`config.mk`:
```
export PLATFORM = sky130hd
export DESIGN_NAME = lstm_sequence_controller
export DESIGN_NICKNAME = d
export VERILOG_FILES = /design/src/rtl/lstm_seq_pkg.sv /design/src/rtl/lstm_sequence_controller.sv
export SDC_FILE = /design/constraint.sdc
export NUM_CORES = 1
export LEC_CHECK = 0
export CELL_PAD_IN_SITES_DETAIL_PLACEMENT = 1
export CELL_PAD_IN_SITES_GLOBAL_PLACEMENT = 1
export CORE_MARGIN = 4
export CORE_UTILIZATION = 24
export DETAILED_ROUTE_END_ITERATION = 8
export HOLD_SLACK_MARGIN = 0.05
export PLACE_DENSITY_LB_ADDON = 0.1
export SYNTH_ARGS = -nofsm -noshare
export SYNTH_HDL_FRONTEND = slang
export SYNTH_SLANG_ARGS = --single-unit
```
`constraint.sdc`:
```
create_clock -name clk -period 2 [get_ports clk]
set_clock_uncertainty 0.2 [all_clocks]
set_input_delay 0.4 -clock clk [delete_from_list [all_inputs] [get_ports clk]]
set_output_delay 0.4 -clock clk [all_outputs]
set_load 0.01 [all_outputs]
```
`src/rtl/lstm_seq_pkg.sv`:
```
// Shared types for the LSTM sequence controller.
// Holds the FSM state enum and the default length-counter width.
package lstm_seq_pkg;

  localparam int LEN_WIDTH_DEF = 16;

  typedef enum logic [2:0] {
    IDLE  = 3'd0,
    INIT  = 3'd1,
    FEED  = 3'd2,
    WAIT  = 3'd3,
    DRAIN = 3'd4
  } lstm_seq_state_t;

endpackage

```
`src/rtl/lstm_sequence_controller.sv`:
```
// Streams a whole input sequence through the lstm_layers datapath.
// Optional LSTM_SEQ_KEEP_STATE_EN adds keep_state to skip the state clear.
module lstm_sequence_controller
  import lstm_seq_pkg::*;
#(
  parameter int LAYERS    = 4,
  parameter int WIDTH     = 16,
  parameter int LEN_WIDTH = LEN_WIDTH_DEF
) (
  input  logic                    clk,
  input  logic                    rst,
  input  logic                    start,
  input  logic [LEN_WIDTH-1:0]    seq_len,
`ifdef LSTM_SEQ_KEEP_STATE_EN
  input  logic                    keep_state,
`endif
  output logic                    busy,
  output logic                    done,
  input  logic [WIDTH-1:0]        x_data,
  input  logic                    x_valid,
  output logic                    x_ready,
  input  logic                    lstm_ready,
  output logic [WIDTH-1:0]        lstm_x_in,
  output logic                    lstm_x_in_valid,
  output logic [LAYERS*WIDTH-1:0] lstm_h_in,
  output logic [LAYERS-1:0]       lstm_h_in_valid,
  output logic [LAYERS*WIDTH-1:0] lstm_C_in,
  output logic [LAYERS-1:0]       lstm_C_in_valid,
  input  logic [WIDTH-1:0]        lstm_y_out,
  input  logic                    lstm_valid,
  output logic [WIDTH-1:0]        y_data,
  output logic                    y_valid,
  input  logic                    y_ready
);

  lstm_seq_state_t      state;
  logic [LEN_WIDTH-1:0] len;
  logic [LEN_WIDTH-1:0] count;
  logic [LAYERS-1:0]    init_oh;
  logic                 keep;
  logic                 x_hs;
  logic                 y_hs;

`ifdef LSTM_SEQ_KEEP_STATE_EN
  assign keep = keep_state;
`else
  assign keep = 1'b0;
`endif

  // Only path from inputs to outputs: new x is held off while a
  // result is still waiting, so y_data can never be overwritten.
  assign x_ready = (state == FEED) && lstm_ready && !y_valid;
  assign x_hs    = x_ready && x_valid;
  assign y_hs    = y_valid && y_ready;

  assign busy            = (state != IDLE);
  assign lstm_h_in       = '0;
  assign lstm_C_in       = '0;
  assign lstm_h_in_valid = init_oh;
  assign lstm_C_in_valid = init_oh;

  // Sequence FSM with the per-layer init strobe and the output register
  always_ff @(posedge clk) begin
    if (rst) begin
      state           <= IDLE;
      len             <= '0;
      count           <= '0;
      init_oh         <= '0;
      done            <= 1'b0;
      lstm_x_in       <= '0;
      lstm_x_in_valid <= 1'b0;
      y_data          <= '0;
      y_valid         <= 1'b0;
    end else begin
      done            <= 1'b0;
      lstm_x_in_valid <= 1'b0;
      if (y_hs) y_valid <= 1'b0;
      unique case (state)
        IDLE: begin
          if (start) begin
            if (seq_len == '0) begin
              done <= 1'b1;
            end else begin
              len   <= seq_len;
              count <= '0;
              if (keep) begin
                state <= FEED;
              end else begin
                state   <= INIT;
                init_oh <= LAYERS'(1);
              end
            end
          end
        end
        INIT: begin
          init_oh <= init_oh << 1;
          if (init_oh[LAYERS-1]) state <= FEED;
        end
        FEED: begin
          if (x_hs) begin
            lstm_x_in       <= x_data;
            lstm_x_in_valid <= 1'b1;
            count           <= count + 1'b1;
            state           <= WAIT;
          end
        end
        WAIT: begin
          if (lstm_valid) begin
            y_data  <= lstm_y_out;
            y_valid <= 1'b1;
            state   <= (count == len) ? DRAIN : FEED;
          end
        end
        DRAIN: begin
          if (y_hs) begin
            done  <= 1'b1;
            state <= IDLE;
          end
        end
        default: state <= IDLE;
      endcase
    end
  end

endmodule

```
# Yosys cells after proc, flatten, opt, wreduce, memory -nomap -nowiden
# Index checks and enable logic that the tools add are counted.
# word_totals
regBits	74
# classes
n_addsub	1
n_eq_ne	11
muxes	23
bitwise_logic	2
n_reduce_logical	17
# op_table
operator	n
2-to-1 mux 16 bit	3
case mux 16 bit (2 select lines)	1
2-to-1 mux 3 bit	7
adder 16 x 1 -> 16 bit (second input constant)	1
equality test 16 bit	1
zero test 16 bit	1
case mux 3 bit (5 select lines)	1
!= test 2 bit (second input constant)	6
2-to-1 mux 4 bit	2
case mux 4 bit (2 select lines)	1
2-to-1 mux 1 bit	7
equality test 3 x 2 -> 1 bit (second input constant)	2
AND reduction 3 bit	2
AND reduction 6 bit	1
logical AND 1 bit	4
AND reduction 2 bit	2
AND reduction 4 bit	1
nonzero test 2 bit	2
equality test 3 x 1 -> 1 bit (second input constant)	1
equality test 3 bit (second input constant)	1
zero test 3 bit	1
nonzero test 3 bit	1
NOT 1 bit	2
case mux 1 bit (2 select lines)	1
other kinds (2)	2

# Logic depth before layout (Yosys ltp)
# Gate-level depths: netlist of the first run.
# logic_depth
ltp_word	6
ltp_mapped	8
mapped_depth_nobuf	6

# Worst setup path before layout of the first run
# OpenSTA, ideal clock, no wires.
# synth_path
kind	input -> register
from	input port seq_len[11]
to	register len[10]
setup_time_ns	0.128
arrival_time_ns	1.732
slack_ns	-0.059
stages	7
path_buffers	2
path_cell_list	nor4_1 -> a41oi_1 -> nand2b_1 -> buf_2 -> buf_2 -> mux2i_1 -> nor2_1
# synth_via
elab_chain_len	3
# synth_lines
item	line	text
from (decl)	lstm_sequence_controller.sv:13	input logic [LEN_WIDTH-1:0] seq_len,
zero test 16 bit	lstm_sequence_controller.sv:81	if (seq_len == '0) begin
NOT 1 bit (no source line)	n/a	
AND reduction 3 bit (no source line)	n/a	
to (signal assigned)	lstm_sequence_controller.sv:84	len <= seq_len;
to (decl)	lstm_sequence_controller.sv:37	logic [LEN_WIDTH-1:0] len;
# Every way passes these cells.
# A chain may end at the register's enable or synchronous reset.

# Final worst setup path of the first run
# layout_path
from	register state[1]
to	register count[11]
# layout_via
elab_chain_len	6
word_cells_on_any_way	11
classes_between	eq/ne (4); mux (1); reduce/logical (6)
# layout_lines
item	line	text
from (decl)	lstm_sequence_controller.sv:36	lstm_seq_state_t state;
from (signal assigned)	lstm_sequence_controller.sv:111	state <= (count == len) ? DRAIN : FEED;
equality test 3 x 2 -> 1 bit	lstm_sequence_controller.sv:52, lstm_sequence_controller.sv:78	
logical AND 1 bit (2 in a row)	lstm_sequence_controller.sv:52	assign x_ready = (state == FEED) && lstm_ready && !y_valid;
logical AND 1 bit	lstm_sequence_controller.sv:53	assign x_hs = x_ready && x_valid;
!= test 2 bit (no source line)	n/a	
AND reduction 4 bit (no source line)	n/a	
to (signal assigned)	lstm_sequence_controller.sv:103	count <= count + 1'b1;
to (decl)	lstm_sequence_controller.sv:38	logic [LEN_WIDTH-1:0] count;
# Several ways; a longest one is shown, not always the timed one.

==> results.sh, run 1 <==
export IMPL_status="finished with violations"
export IMPL_violations="negative setup slack"
export IMPL_rr_startpoint="state[1]"
export IMPL_grt_pass1_vias=3615
export IMPL_routed_wl_um=12300
export IMPL_dp_hpwl_um=9230
export IMPL_ctsHoldBuffers=0
export IMPL_clkSinkCount=74
export IMPL_drc_errors=0
export IMPL_dr_pass1_iters=4
export IMPL_fin_ws_ns=-0.00944
export IMPL_ys_ff_latch=74
export IMPL_crit_fanout=5
export IMPL_r2r_setup_slack_ns=-0.009
export IMPL_fin_area_um2=5690
export IMPL_period_minus_slack_ns=2.01
export IMPL_die_w_um=138
export IMPL_r2r_end="count[11]"
export IMPL_cp_required_ns=2.08
export IMPL_max_vdd_ir_drop_uv=396
export IMPL_layout_nets=690
export IMPL_start_util=0.245
export IMPL_die_y_um=138
export IMPL_critical_path_arrival_ns=2.09
export IMPL_pwr_share_seq=0.420
export IMPL_synth_area_per_cell_um2=8.27
export IMPL_vias=3399
export IMPL_ioPinCount=228
export IMPL_max_freq_mhz=498
export IMPL_maxCapViolCount=0
export IMPL_yosys_warnings=0
export IMPL_htree_num_levels=3
export IMPL_place_ws_ns=-0.645
export IMPL_cts_root_buf="clkbuf_16"
export IMPL_power_frac_clock=0.452
export IMPL_grt_pass1_wl_um=19300
export IMPL_nFillCells=2001
export IMPL_fin_crit_sh=1.00
export IMPL_worst_setup_path_end_kind="flip-flop"
export IMPL_wire_per_inst_um=14.3
export IMPL_dpl_cell_area_um2=5170
export IMPL_coreArea_um2=16600
export IMPL_clockBufferDepth=2
export IMPL_syn_to_final_growth_pct=39.4
export IMPL_final_cell_mix="conb_1, clkdlybuf4s50_1, nand2_1, dfxtp_1, buf_4"
export IMPL_p_leak_uw=0.00244
export IMPL_startpoint_type="flip-flop"
export IMPL_syn_inst=494
export IMPL_synth_area_um2=4080
export IMPL_hold_viol_final=0
export IMPL_layout_drive_gt1_share=0.155
export IMPL_grt_use_total=0.126
export IMPL_seqCellArea_um2=1490
export IMPL_portBuffers=99
export IMPL_ant_nets=0
export IMPL_grt_max_degree=30
export IMPL_numCtsBuffers=9
export IMPL_r2r_cells=5
export IMPL_cp_top_family="compound AO/OA/AOI/OAI gates"
export IMPL_rsz0062_at_grt="true"
export IMPL_grt_overflow_total=0
export IMPL_total_power_uw=3620
export IMPL_hold_path_depth=2
export IMPL_ys_types=37
export IMPL_swShare=0.264
export IMPL_vias_per_cell=3.96
export IMPL_n_antenna_cell=0
export IMPL_final_common_cell="conb_1"
export IMPL_row_count=47
export IMPL_p_int_uw=2670
export IMPL_powerDensity_nw_per_um2=636
export IMPL_cp_slowest_cell="or4_1"
export IMPL_clk_pin_slew_ns=0.06
export IMPL_ys_seq_area_frac=0.363
export IMPL_gp_congestion=0.762
export IMPL_startpoint="state[1]"
export IMPL_min_to="lstm_C_in_valid[3]"
export IMPL_slowest_delay_ns=0.48
export IMPL_combPwrFrac=0.129
export IMPL_power_switching_uw=956
export IMPL_insertion_delay_ns=0.34
export IMPL_cts_tree="built"
export IMPL_path_class="reg -> reg"
export IMPL_setup_tns_ns=-0.00944
export IMPL_min_from="rst"
export IMPL_cp_buffers_inverters=0
export IMPL_drtIter0Drc=94
export IMPL_slew_viol_final=0
export IMPL_crit_chain="nand2b_1 -> a2111oi_4 -> o21ai_4 -> or4_1 -> a21oi_1"
export IMPL_setup_viol=1
export IMPL_antenna_found_initial=0
export IMPL_die_area_um2=19200
export IMPL_hold_path_class="in -> reg"
export IMPL_multi_input_comb_area_um2=2140
[cells in the mapped netlist, drive strengths merged]
library cell | n | area, um^2
a21oi | 40 | 200
or4 | 2 | 15.0
or3 | 2 | 12.5
nor2b | 2 | 12.5
inv | 3 | 11.3
o211ai | 5 | 37.5
a41oi | 1 | 8.76
nand4 | 5 | 31.3
nand2 | 72 | 270
dfxtp | 74 | 1480
mux2i | 17 | 170
o31ai | 3 | 22.5
o31a | 1 | 8.76
a22oi | 4 | 30.0
nand4b | 1 | 8.76
a21boi | 1 | 11.3
conb | 1 | 3.75
nor4 | 8 | 50.1
nand3 | 5 | 25.0
nand2b | 4 | 25.0
a2111oi | 2 | 36.3
and2 | 3 | 18.8
o21ai | 4 | 23.8
buf | 137 | 1010
and3 | 4 | 25.0
clkbuf | 16 | 60.1
xnor2 | 4 | 35.0
xor2 | 23 | 201
o2111ai | 6 | 52.6
ha | 1 | 12.5
nor3 | 5 | 25.0
nor2 | 38 | 143
[layout make-up]
class / count / share of cell area
flip-flops and latches: 74 / 0.261
clock inverters: 7 / 0.0123
well taps: 220 / 0.0483
inverters: 3 / 0.00198
clock buffers: 9 / 0.0396
multi-input cells: 391 / 0.376
repair buffers: 155 / 0.261
[metal layers]
metal  GRT usage  wire, um  vias to the layer above  share of wire
met4      0.0343       153                        0          0.012
met5           0         0                        -              0
met3      0.0546       985                       16          0.080
li1            -         -                     1657              -
met1       0.134      4750                     1615           0.39
met2       0.228      6380                      111           0.52
[worst register-to-register path: cells and delay by family, from the launching register on]
family           cells  cell delay (ns)
AO/OA/AOI/OAI        3             0.72
flip-flops           1             0.36
AND/OR/NAND/NOR      2             0.67
[power groups by stage]
stage | registers, uW | logic [uW] | clock network [uW]
after global placement | 1560 | 436 | 0
after floorplan | 1550 | 417 | 0
after detailed placement | 1560 | 440 | 0
after global routing | 1520 | 508 | 1770
after CTS | 1520 | 454 | 1700
final | 1520 | 466 | 1640
[registers in the layout, indices dropped and copies added, names as in the netlist]
| register | count |
|---|---|
| count | 16 |
| lstm_x_in | 16 |
| len | 16 |
| state | 3 |
| done | 1 |
| lstm_C_in_valid | 4 |
| y_valid | 1 |
| y_data | 16 |
| lstm_x_in_valid | 1 |
[worst max path at each step]
stage	to	slack (ns)	cells past startpoint
after floorplan	count[11]	-0.04	5
after CTS	count[11]	-0.08	5
final	count[11]	-0.009	5
after detailed placement	len[8]	-0.64	8
after global placement	len[5]	-0.69	8
after global routing	count[11]	-0.1	5
[logic make-up (layout without fill, tap and decap cells)]
| group | Yosys count | count (layout) | share of synthesized area |
|---|---|---|---|
| XOR/XNOR | 27 | 27 | 0.0579 |
| flip-flops | 74 | 74 | 0.363 |
| AO/OA/AOI/OAI | 67 | 67 | 0.106 |
| other | 1 | 128 | 0.000918 |
| buffers and inverters | 156 | 174 | 0.266 |
| adder cells (fa/ha/maj) | 1 | 1 | 0.00306 |
| multiplexers | 17 | 17 | 0.0417 |
| AND/OR/NAND/NOR | 151 | 151 | 0.162 |
[through the flow]
| step | hold slack (ns) | util | std cells |
|---|---|---|---|
| 6_report | 0.183 | 0.342 | 859 |
| 3_3_place_gp | 0.243 | 0.311 | 837 |
| 3_5_place_dp | 0.250 | 0.311 | 837 |
| 2_1_floorplan | 0.270 | - | 621 |
| 5_1_grt | 0.208 | 0.342 | 859 |
| 4_1_cts | 0.176 | 0.337 | 859 |
[repair_timing]
item | 4_1_cts | 5_1_grt
resized for setup | 45 | 30
setup buffers | 6 | 0
pin swaps | 13 | 13
gates cloned | 2 | 0
setup endpoints to repair | 40 | 26
Power figures use the tool's default switching activity.
==> run 2, diff against run 1 <==
--- a/config.mk
+++ b/config.mk
@@ -7,6 +7,7 @@
 export LEC_CHECK = 0
 export CELL_PAD_IN_SITES_DETAIL_PLACEMENT = 1
 export CELL_PAD_IN_SITES_GLOBAL_PLACEMENT = 1
+export CORE_ASPECT_RATIO = 1.75
 export CORE_MARGIN = 4
 export CORE_UTILIZATION = 24
 export DETAILED_ROUTE_END_ITERATION = 8
==> results.sh, run 2 (same netlist as run 1, synthesis figures left out) <==
export IMPL_vias_per_cell=4.01
export IMPL_vias=3459
export IMPL_dpl_cell_area_um2=5140
export IMPL_grt_use_total=0.130
export IMPL_cp_top_family="simple AND/OR/NAND/NOR gates"
export IMPL_die_y_um=181
export IMPL_fin_crit_sh=1.00
export IMPL_slew_viol_final=0
export IMPL_violations="negative setup slack"
export IMPL_max_freq_mhz=498
export IMPL_layout_drive_gt1_share=0.155
export IMPL_rsz0062_at_grt="true"
export IMPL_period_minus_slack_ns=2.01
export IMPL_p_leak_uw=0.00237
export IMPL_cp_slowest_cell="or3_1"
export IMPL_syn_to_final_growth_pct=37.6
export IMPL_clk_pin_slew_ns=0.06
export IMPL_portBuffers=99
export IMPL_ant_nets=0
export IMPL_die_w_um=107
export IMPL_gp_congestion=0.805
export IMPL_grt_overflow_total=0
export IMPL_grt_max_degree=34
export IMPL_worst_setup_path_end_kind="output pin"
export IMPL_total_power_uw=3580
export IMPL_cp_required_ns=1.40
export IMPL_fin_area_um2=5620
export IMPL_clkSinkCount=74
export IMPL_powerDensity_nw_per_um2=638
export IMPL_nFillCells=2051
export IMPL_max_vdd_ir_drop_uv=386
export IMPL_crit_fanout=4
export IMPL_numCtsBuffers=9
export IMPL_path_class="reg -> out"
export IMPL_grt_pass1_vias=3726
export IMPL_dr_pass1_iters=5
export IMPL_ioPinCount=228
export IMPL_row_count=62
export IMPL_grt_pass1_wl_um=19700
export IMPL_die_area_um2=19300
export IMPL_drtIter0Drc=66
export IMPL_n_antenna_cell=0
export IMPL_slowest_delay_ns=0.43
export IMPL_crit_chain="or3_1 -> dlygate4sd2_1"
export IMPL_setup_viol=1
export IMPL_startpoint_type="flip-flop"
export IMPL_dp_hpwl_um=10100
export IMPL_status="finished with violations"
export IMPL_hold_viol_final=0
export IMPL_fin_ws_ns=-0.00916
export IMPL_drc_errors=0
export IMPL_layout_nets=691
export IMPL_cts_root_buf="clkbuf_16"
export IMPL_routed_wl_um=12700
export IMPL_cp_buffers_inverters=1
export IMPL_final_common_cell="conb_1"
export IMPL_final_cell_mix="conb_1, clkdlybuf4s50_1, nand2_1, dfxtp_1, buf_4"
export IMPL_insertion_delay_ns=0.33
export IMPL_wire_per_inst_um=14.8
export IMPL_start_util=0.246
export IMPL_coreArea_um2=16600
export IMPL_maxCapViolCount=0
export IMPL_htree_num_levels=3
export IMPL_critical_path_arrival_ns=1.41
export IMPL_antenna_found_initial=0
export IMPL_clockBufferDepth=2
export IMPL_cts_tree="built"
export IMPL_hold_path_class="in -> reg"
## run 2: changes by cell type in the layout (fill, tap and decap cells not counted), moves of 2 or more
cell,delta
dlymetal6s2s_1,-3
clkbuf_2,+4
buf_12,-2
clkinv_4,-2
clkdlybuf4s50_1,+2
clkbuf_8,+2
clkdlybuf4s15_1,-2
o2111ai_2,-3
buf_4,+3
o2111ai_1,+2
## run 2: layout make-up
type	instances	area (um^2)	share of cell area
flip-flops and latches	74	1490	0.265
multi-input cells	391	2120	0.378
clock inverters	3	40.0	0.00713
repair buffers	156	1430	0.254
well taps	224	280	0.0499
clock buffers	11	253	0.0450
inverters	3	11.3	0.00200
## run 2: metrics by stage
step,util,TNS (ns),setup WS (ns),cells,hold slack [ns]
after floorplan,-,-0.0440,-0.0440,621,0.270
after global placement,0.309,-26.31,-0.815,839,0.242
after detailed placement,0.309,-25.79,-0.777,839,0.246
after CTS,0.335,-0.103,-0.0690,863,0.175
after global routing,0.338,-0.145,-0.0609,862,0.190
final,0.338,-0.00916,-0.00916,862,0.152
## run 2: path summary, 6_finish.rpt
| check | end | startpoint | slack [ns] | depth (start not counted) |
|---|---|---|---|---|
| hold / removal | len[0] | seq_len[0] | 0.15 | 3 |
| setup reg to reg | count[11] | state[1] | 0.01 | 5 |
| hold reg to reg | lstm_x_in[10] | lstm_x_in[10] | 0.25 | 2 |
| setup / recovery | busy | state[0] | -0.009 | 2 |
## run 2: tightest hold or removal path, cell delays in order
cell and delay [ns]:
clkbuf_2 0.11, mux2i_1 0.07, nor2_1 0.07
## run 2: repair_timing
action	CTS	global route
hold buffers	0	0
setup buffers	11	0
hold endpoints to repair	0	0
pin swaps	17	13
resized for setup	44	26
setup endpoints to repair	40	30
## run 2: per-layer routing
metal  global-route usage  routed length (um)
met4               0.0553                 335
met1                0.124                4340
met3               0.0269                 828
met2                0.258                7230
met5                    0                   0
## run 2: report_power, final
group / switching [uW] / total (uW) / leakage, uW / internal [uW]
combinational: 262 / 453 / 0.00162 / 191
clock: 595 / 1610 / 0.000147 / 1010
sequential: 21.9 / 1520 / 0.000601 / 1500
total: 879 / 3580 / 0.00237 / 2710
==> run 3, diff against run 2 <==
--- a/config.mk
+++ b/config.mk
@@ -11,8 +11,10 @@
 export CORE_MARGIN = 4
 export CORE_UTILIZATION = 24
 export DETAILED_ROUTE_END_ITERATION = 8
+export GPL_TIMING_DRIVEN = 0
 export HOLD_SLACK_MARGIN = 0.05
 export PLACE_DENSITY_LB_ADDON = 0.1
+export SETUP_SLACK_MARGIN = 0.2
 export SYNTH_ARGS = -nofsm -noshare
 export SYNTH_HDL_FRONTEND = slang
 export SYNTH_SLANG_ARGS = --single-unit
==> results.sh, run 3 (same netlist as run 1, synthesis figures left out) <==
export IMPL_status="finished with violations"
export IMPL_violations="negative setup slack"
export IMPL_grt_max_degree=14
export IMPL_rr_startpoint="state[1]"
export IMPL_hold_viol_final=0
export IMPL_ant_nets=0
export IMPL_min_from="seq_len[9]"
export IMPL_antenna_found_initial=1
export IMPL_critical_path_arrival_ns=2.15
export IMPL_max_freq_mhz=478
export IMPL_clk_pin_slew_ns=0.06
export IMPL_grt_use_total=0.142
export IMPL_die_y_um=181
export IMPL_slew_viol_final=0
export IMPL_drtIter0Drc=86
export IMPL_hold_path_class="in -> reg"
export IMPL_clkSinkCount=74
export IMPL_insertion_delay_ns=0.33
export IMPL_row_count=62
export IMPL_clockBufferDepth=2
export IMPL_grt_pass1_wl_um=21800
export IMPL_die_w_um=107
export IMPL_r2r_end="count[11]"
export IMPL_holdWs_ns=0.165
export IMPL_cp_slowest_cell="or4_1"
export IMPL_crit_chain="buf_6 -> nand2b_4 -> a2111oi_4 -> o21ai_2 -> or4_1 -> a21oi_1"
export IMPL_layout_nets=827
export IMPL_crit_fanout=5
export IMPL_cp_top_family="compound AO/OA/AOI/OAI gates"
export IMPL_fin_crit_sh=1.05
export IMPL_cts_root_buf="clkbuf_16"
export IMPL_p_leak_uw=0.00334
export IMPL_final_cell_mix="buf_4, conb_1, nand2_1, dfxtp_1, dlygate4sd2_1"
export IMPL_dp_hpwl_um=10900
export IMPL_layout_drive_gt1_share=0.348
export IMPL_portBuffers=98
export IMPL_period_minus_slack_ns=2.09
export IMPL_grt_overflow_total=0
export IMPL_routed_wl_um=14200
export IMPL_coreArea_um2=16600
export IMPL_ctsHoldBuffers=0
export IMPL_cts_tree="built"
export IMPL_dp_cells=943
export IMPL_max_vdd_ir_drop_uv=335
export IMPL_dr_pass1_iters=4
export IMPL_startpoint_type="flip-flop"
export IMPL_cp_buffers_inverters=1
export IMPL_cp_required_ns=2.05
export IMPL_layout_cells_non_filler=1001
export IMPL_htree_num_levels=3
export IMPL_syn_to_final_growth_pct=66.0
export IMPL_min_to="len[9]"
export IMPL_maxCapViolCount=0
export IMPL_grt_pass1_vias=4202
export IMPL_path_class="reg -> reg"
export IMPL_start_util=0.246
export IMPL_vias=3925
export IMPL_worstMarginPinSlew_ns=0.546
export IMPL_final_common_cell="buf_4"
export IMPL_numCtsBuffers=9
export IMPL_relSlewSlack=0.636
export IMPL_die_area_um2=19300
export IMPL_hold_path_depth=3
export IMPL_r2r_setup_slack_ns=-0.09
export IMPL_vias_per_cell=3.92
export IMPL_powerDensity_nw_per_um2=570
export IMPL_worst_setup_path_end_kind="flip-flop"
export IMPL_r2r_cells=6
export IMPL_setup_viol=5
export IMPL_wire_per_inst_um=14.2
export IMPL_slowest_delay_ns=0.49
export IMPL_rsz0062_at_grt="true"
export IMPL_ioPinCount=228
export IMPL_drc_errors=0
export IMPL_fin_ws_ns=-0.0923
export IMPL_gp_congestion=0.802
[run 3: through the flow]
| step | area, um^2 | setup WS (ns) | setup TNS, ns | power [uW] | util |
|---|---|---|---|---|---|
| floorplan | 4640 | -0.0116 | -0.0116 | 1970 | - |
| global placement | 5900 | -0.772 | -29.00 | 2150 | 0.355 |
| detailed placement | 5900 | -0.775 | -30.70 | 2160 | 0.355 |
| CTS | 6530 | -0.138 | -0.195 | 3880 | 0.393 |
| global route | 6780 | -0.132 | -0.610 | 4060 | 0.408 |
| finish | 6780 | -0.0923 | -0.291 | 3860 | 0.408 |
[run 3: worst reg2reg max path, delay by kind of cell (launching register included)]
family                 cells  cell delay [ns]
buffers and inverters      1             0.12
AND/OR/NAND/NOR            2             0.64
AO/OA/AOI/OAI              3             0.69
flip-flops                 1             0.36
[run 3: layer usage]
layer | global-route usage | vias up | share of wire | wire (um)
met5 | 0 | - | 0 | 0
met4 | 0.0533 | 0 | 0.024 | 343
met3 | 0.0459 | 25 | 0.076 | 1080
met2 | 0.274 | 168 | 0.57 | 8140
met1 | 0.136 | 1793 | 0.32 | 4600
li1 | - | 1939 | - | -
[run 3: layout make-up]
cell class	count	area [um^2]
fill	2089	9820
antenna	1	2.50
clock inverter	5	60.1
tap	224	280
inverter	3	11.3
buffer	153	1180
clock buffer	11	253
multi-input combinational	391	2260
sequential	74	1520
timing repair buffer	139	1220
[run 3: timing repair]
| item | CTS | global route |
|---|---|---|
| buffers inserted | 20 | 19 |
| hold endpoints to repair | 0 | 0 |
| pin swaps | 21 | 13 |
| gates cloned | 2 | 0 |
| endpoints found under the setup margin | 117 | 60 |
| gates resized for setup | 170 | 35 |
[run 3: power by group]
group	switching, uW	internal, uW	total, uW
Combinational	313	370	682
Sequential	23.8	1490	1520
Clock	628	1040	1670
Total	965	2900	3860
[run 3: how the worst max path moves through the flow]
stage	start	endpoint	slack (ns)	depth (start not counted)
final	state[1]	count[11]	-0.09	6
after global placement	seq_len[8]	done	-0.77	6
after CTS	y_valid	count[11]	-0.14	6
after floorplan	y_valid	count[11]	-0.01	5
after global routing	state[1]	count[11]	-0.13	6
after detailed placement	x_valid	count[11]	-0.78	6
